[src/rtl/nco_ctrl_pkg.sv]
// Shared definitions for the NCO sweep controller.
//   sweep_state_t : controller FSM states
//   *_DEF         : default widths (phase increment, step count, dwell counter)
//   dwell_norm()  : maps a dwell of 0 onto 1 so every frequency lasts at least a cycle
package nco_ctrl_pkg;

  localparam int APR_DEF     = 32;
  localparam int NSTEP_W_DEF = 16;
  localparam int DWELL_W_DEF = 24;

  typedef enum logic [1:0] {
    ST_IDLE  = 2'd0,
    ST_PRIME = 2'd1,
    ST_DWELL = 2'd2,
    ST_DONE  = 2'd3
  } sweep_state_t;

  // Works on a 32-bit container so any dwell width up to 32 can use it.
  function automatic logic [31:0] dwell_norm(input logic [31:0] d);
    return (d == 32'd0) ? 32'd1 : d;
  endfunction

endpackage

[src/rtl/nco_dwell_cnt.sv]
// Loadable down-counter that times how long each frequency is held.
//   clk, reset_n : clock, synchronous active-low reset
//   load         : load load_val (wins over en)
//   load_val     : value loaded on load
//   en           : decrement by one
//   zero         : count is zero
module nco_dwell_cnt #(
  parameter int W = 24
) (
  input  logic         clk,
  input  logic         reset_n,
  input  logic         load,
  input  logic [W-1:0] load_val,
  input  logic         en,
  output logic         zero
);

  logic [W-1:0] cnt;

  always_ff @(posedge clk) begin
    if (!reset_n)  cnt <= '0;
    else if (load) cnt <= load_val;
    else if (en)   cnt <= cnt - W'(1);
  end

  assign zero = (cnt == '0);

endmodule

[src/rtl/nco_sweep_ctrl.sv]
// Drives the NCO phase increment through a programmed frequency sweep.
// A descriptor (start, signed step, step count, dwell) is taken over a
// valid/ready handshake. The NCO is clocked while PRIME waits for its pipeline
// to report valid; DWELL then holds each frequency for exactly `dwell` cycles
// and steps straight into the next one with no gap.
//   clk, reset_n   : clock, synchronous active-low reset
//   cfg_*          : sweep descriptor and handshake
//   abort          : end the sweep immediately (no done pulse)
//   nco_out_valid  : NCO output valid, only looked at in PRIME
//   phi_inc_o      : phase increment to the NCO (registered)
//   nco_clken_o    : NCO clock enable (registered)
//   busy, step_idx : sweep status / current frequency index
//   step_strobe    : pulse in the first cycle of each stepped frequency
//   done           : pulse on normal completion
module nco_sweep_ctrl
  import nco_ctrl_pkg::*;
#(
  parameter int APR     = APR_DEF,
  parameter int NSTEP_W = NSTEP_W_DEF,
  parameter int DWELL_W = DWELL_W_DEF
) (
  input  logic               clk,
  input  logic               reset_n,
  input  logic               cfg_valid,
  output logic               cfg_ready,
  input  logic [APR-1:0]     cfg_start,
  input  logic [APR-1:0]     cfg_step,
  input  logic [NSTEP_W-1:0] cfg_nsteps,
  input  logic [DWELL_W-1:0] cfg_dwell,
  input  logic               abort,
  input  logic               nco_out_valid,
  output logic [APR-1:0]     phi_inc_o,
  output logic               nco_clken_o,
  output logic               busy,
  output logic [NSTEP_W-1:0] step_idx,
  output logic               step_strobe,
  output logic               done
);

  sweep_state_t       state, state_nx;
  logic [APR-1:0]     step;
  logic [NSTEP_W-1:0] nsteps;
  logic [DWELL_W-1:0] dwell;
  logic               accept;
  logic               cnt_load, cnt_en, cnt_zero;
  logic               do_step;

  assign cfg_ready = (state == ST_IDLE) && !abort;
  assign accept    = cfg_valid && cfg_ready;

  nco_dwell_cnt #(.W(DWELL_W)) u_dwell (
    .clk      (clk),
    .reset_n  (reset_n),
    .load     (cnt_load),
    .load_val (dwell - DWELL_W'(1)),
    .en       (cnt_en),
    .zero     (cnt_zero)
  );

  // Abort is tested first in every active state so it beats a same-cycle
  // step or completion.
  always_comb begin
    state_nx = state;
    cnt_load = 1'b0;
    cnt_en   = 1'b0;
    do_step  = 1'b0;
    case (state)
      ST_IDLE: begin
        if (accept) state_nx = ST_PRIME;
      end
      ST_PRIME: begin
        if (abort) state_nx = ST_IDLE;
        else if (nco_out_valid) begin
          cnt_load = 1'b1;
          state_nx = ST_DWELL;
        end
      end
      ST_DWELL: begin
        if (abort) state_nx = ST_IDLE;
        else if (cnt_zero) begin
          if (step_idx == nsteps) state_nx = ST_DONE;
          else begin
            do_step  = 1'b1;
            cnt_load = 1'b1;
          end
        end else begin
          cnt_en = 1'b1;
        end
      end
      ST_DONE: begin
        state_nx = ST_IDLE;
      end
      default: state_nx = ST_IDLE;
    endcase
  end

  // Status outputs are registered from the next state so they line up with
  // the state they describe.
  always_ff @(posedge clk) begin
    if (!reset_n) begin
      state       <= ST_IDLE;
      phi_inc_o   <= '0;
      nco_clken_o <= 1'b0;
      busy        <= 1'b0;
      step_idx    <= '0;
      step_strobe <= 1'b0;
      done        <= 1'b0;
      step        <= '0;
      nsteps      <= '0;
      dwell       <= '0;
    end else begin
      state       <= state_nx;
      nco_clken_o <= (state_nx != ST_IDLE);
      busy        <= (state_nx == ST_PRIME) || (state_nx == ST_DWELL);
      done        <= (state_nx == ST_DONE);
      step_strobe <= do_step;
      if (accept) begin
        phi_inc_o <= cfg_start;
        step_idx  <= '0;
        step      <= cfg_step;
        nsteps    <= cfg_nsteps;
        dwell     <= DWELL_W'(dwell_norm(32'(cfg_dwell)));
      end else if (do_step) begin
        // Modulo-2^APR add; wrap is the intended behaviour for negative steps.
        phi_inc_o <= phi_inc_o + step;
        step_idx  <= step_idx + NSTEP_W'(1);
      end
    end
  end

endmodule
[config.mk]
export PLATFORM = sky130hd
export DESIGN_NAME = nco_sweep_ctrl
export DESIGN_NICKNAME = d
export VERILOG_FILES = /design/src/rtl/nco_ctrl_pkg.sv /design/src/rtl/nco_dwell_cnt.sv /design/src/rtl/nco_sweep_ctrl.sv
export SDC_FILE = /design/constraint.sdc
export NUM_CORES = 1
export LEC_CHECK = 0
export CAP_MARGIN = 20
export CORE_ASPECT_RATIO = 1.75
export CORE_MARGIN = 5
export CORE_UTILIZATION = 27
export DETAILED_ROUTE_END_ITERATION = 6
export PLACE_DENSITY = 0.55
export REMOVE_ABC_BUFFERS = 1
export SYNTH_ARGS = -nofsm -noshare
export SYNTH_HDL_FRONTEND = slang
export SYNTH_SLANG_ARGS = --single-unit
[constraint.sdc]
create_clock -name clk -period 8.24 [get_ports clk]
set_input_delay 2.06 -clock clk [delete_from_list [all_inputs] [get_ports clk]]
set_output_delay 2.06 -clock clk [all_outputs]
set_load 0.005 [all_outputs]
==> results.yml <==
cts:
  tritoncts: "done"
  worstSkewPairLatency_ns: 0.44
  cts.sinks: 150
  ctsHoldBuffers: 0
  path_clk_slew_ns: 0.07
  cts_buffer_depth: 2
  cts-buffers-inserted: 17
  root_buffer: "clkbuf_16"
  htree_num_levels: 4
  cts_resized: 0
  cts_setup_buffers: 0
min_path:
  hold_path_class: "reg2reg"
  hold_path_startpoint: "step[10]"
floorplanning:
  die_w_um: 142
  die-area_mm2: 0.0342
  design.core.area_mm2: 0.0301
  num_rows: 84
  dieHeight_um: 241
  io_pins: 162
  start_util_pct: 27.4
synth:
  syn_area_per_cell_um2: 7.92
  syn-instance-count: 1039
  synth_top_area_cell: "dfxtp_1"
  synth_compound_area_share_pct: 20.5
  ys_ff_latch: 150
  synthAdderAreaFrac_pct: 6.17
  synth_most_common_cell: "nand2_1"
  synthTopCellsByCount: "nand2_1, dfxtp_1, a21oi_1, nor2_1, clkbuf_1"
  synth_mux_area_share_pct: 1.17
  synth_top_area_share_pct: 36.5
  synth_ff_type: "dfxtp_1"
  synth.cell_area_mm2: 0.00823
  synth_top_family_by_area: "simple AND/OR/NAND/NOR gates"
  yosysSeqAreaShare_pct: 36.5
  yosys.area_share.simple_pct: 24.1
  yosys_warnings: 0
  synth.top_cells.by_area: "dfxtp_1, nand2_1, a21oi_1"
  synth.distinct_cells: 60
  synth_edf_count: 0
  synth_xor_xnor_area_share_pct: 8.51
  async_flop_share_pct: 0
critical_path:
  cpMaxStageDelayCell: "o21a_1"
  cp_num_buf_inv: 2
  max_stage_delay_ns: 0.64
  critPathMaxFanout: 46
  critPathLaunch: "abort"
  r2r_start: "u_dwell.cnt[7]"
  arrival_ns: 6.31
  crit_family: "simple AND/OR/NAND/NOR gates"
  crit_required_ns: 8.55
  cp-end-kind: "register"
  path_class: "in2reg"
  startpoint_type: "primary input"
  path_cells: "clkdlybuf4s50_1, nand2b_1, nor3_4, buf_4, o21a_1, mux2i_1, ha_1, nand2_1, or4_1, mux2_2, nor4_1, xnor2_1, o22ai_1"
finish:
  finish.instance_area_mm2: 0.0108
  antenna_cells: 0
  syn_to_final_growth_pct: 31.7
  drive_gt1_share_pct: 4.70
  fin_nets: 1328
timing:
  rsz0062_at_grt: "no"
  min_period_ns: 6.00
  final.setup.worst_slack_ns: 2.24
  drv_slew: 0
  post-route-period-util_pct: 72.9
  tightest_slew_ns: 0.973
  setup_viol: 0
  finClkSkew_ns: 0.0105
  hold_viol_final: 0
  slew_headroom_pct: 35.1
  tns_ns: 0
  fmax_ghz: 0.167
grt:
  grt_max_degree: 66
  antenna_found_initial: 0
  grt_pass1_wl_mm: 43.7
  grt_pass1_vias: 8181
  grt_overflow: 0
  global_route.usage.total_pct: 16.4
detailed_routing:
  wl_mm: 27.9
  drc_errors: 0
  drt_pre_antenna_iters: 5
  drt_iter0_drc: 380
  ant_nets: 0
  viasPerCell: 5.02
  vias: 7931
  wire_per_inst_um: 17.7
power_and_ir_drop:
  ir_worst_vdd_uv: 151
  p_per_area_mw_per_mm2: 210
  power_leakage_nw: 4.23
place:
  hpwl_mm: 20.4
  placed_area_mm2: 0.0102
  dp_worst_setup_slack_ns: 1.81
  routabilityCongestion: 0.898
  port_buffers: 161
run_status:
  status: "complete, no violations"
job:
  drv_cap: 0
## final timing paths
| check | cells after the start | slack, ns | end |
|---|---|---|---|
| worst min-delay path | 2 | 0.46 | step[10] |
| worst max register to register | 14 | 3.05 | u_dwell.cnt[20] |
| worst min register to register | 2 | 0.46 | step[10] |
| worst max-delay path | 13 | 2.24 | u_dwell.cnt[20] |
## cell usage in the layout (no fill, tap or decap), drive strengths merged, types with 7 or more instances in the layout
| master | Yosys | final |
|---|---|---|
| nand2 | 201 | 201 |
| o211ai | 10 | 10 |
| dfxtp | 150 | 150 |
| nor3 | 20 | 20 |
| a22o | 14 | 14 |
| o22ai | 10 | 10 |
| a211oi | 13 | 13 |
| nand3 | 18 | 18 |
| a311oi | 16 | 16 |
| mux2i | 7 | 7 |
| nor2 | 78 | 78 |
| and2 | 7 | 7 |
| nand4 | 11 | 11 |
| and3 | 13 | 13 |
| a21o | 20 | 20 |
| a21oi | 111 | 111 |
| o21ai | 38 | 38 |
| clkdlybuf4s50 | 0 | 161 |
| nand2b | 11 | 11 |
| a31oi | 9 | 9 |
| xnor2 | 38 | 38 |
| ha | 39 | 39 |
| xor2 | 42 | 42 |
| inv | 16 | 17 |
| clkbuf | 46 | 20 |
| or4 | 7 | 7 |
| nor4 | 24 | 24 |
| or3 | 15 | 15 |
| buf | 5 | 11 |
## kinds of logic (layout without fill, tap and decap cells)
family | count (synthesis) | after routing
AOI/OAI and AO/OA | 269 | 269
xor gates and xnor gates | 80 | 80
adders and majority gates | 40 | 40
buffers and inverters | 67 | 220
DFF | 150 | 150
muxes | 9 | 9
and+or+nand+nor | 424 | 424
## report_power, final
group | internal, W | leakage (nW) | total (W) | switching, W
Combinational | 0.000284 | 2.73 | 0.000623 | 0.000340
Clock | 0.000483 | 0.282 | 0.000810 | 0.000327
Sequential | 0.000787 | 1.22 | 0.000843 | 0.0000560
## per-layer routing
| metal | share of wire (%) | up-vias | GRT usage (%) |
|---|---|---|---|
| li1 | - | 3983 | - |
| met1 | 39 | 3708 | 17.6 |
| met2 | 54 | 185 | 30.7 |
| met3 | 3.6 | 55 | 3.41 |
| met4 | 3.6 | 0 | 6.66 |
| met5 | 0 | - | 0 |
## registers in the layout, summed over array words and instances (netlist names)
name and flops:
phi_inc_o 32, step_idx 16, done 1, busy 1
dwell 24, state 2, step_strobe 1, nco_clken_o 1
step 32, nsteps 16, u_dwell.cnt 24
## per-stage QoR
stage | utilization [%] | hold slack, ns | power, W | std cells
after global placement | 34.0 | 0.449 | 0.00147 | 1545
after detailed placement | 34.0 | 0.452 | 0.00148 | 1545
after global routing | 36.1 | 0.482 | 0.00242 | 1579
after CTS | 36.0 | 0.462 | 0.00231 | 1577
after floorplan | - | 0.437 | 0.00123 | 988
final | 36.1 | 0.459 | 0.00228 | 1579
## final cells by class
cell class	instances	area, um^2
fillers	3235	19200
flip-flops and latches	150	3000
repair buffers	172	1710
inverters	16	60.1
well taps	387	484
clock buffers	20	447
multi-input cells	822	4990
clock inverters	12	153
## worst reg2reg max path: stages, from the launching register on
cell and delay (ns):
dfxtp_1 0.37, nor4_1 0.56, and4_1 0.37, nand3_2 0.18, nor3_4 0.22, buf_4 0.48
o21a_1 0.64, mux2i_1 0.27, ha_1 0.40, nand2_1 0.17, or4_1 0.46, mux2_2 0.35
nor4_1 0.33, xnor2_1 0.16, o22ai_1 0.09
Power figures use the tool's default switching activity.
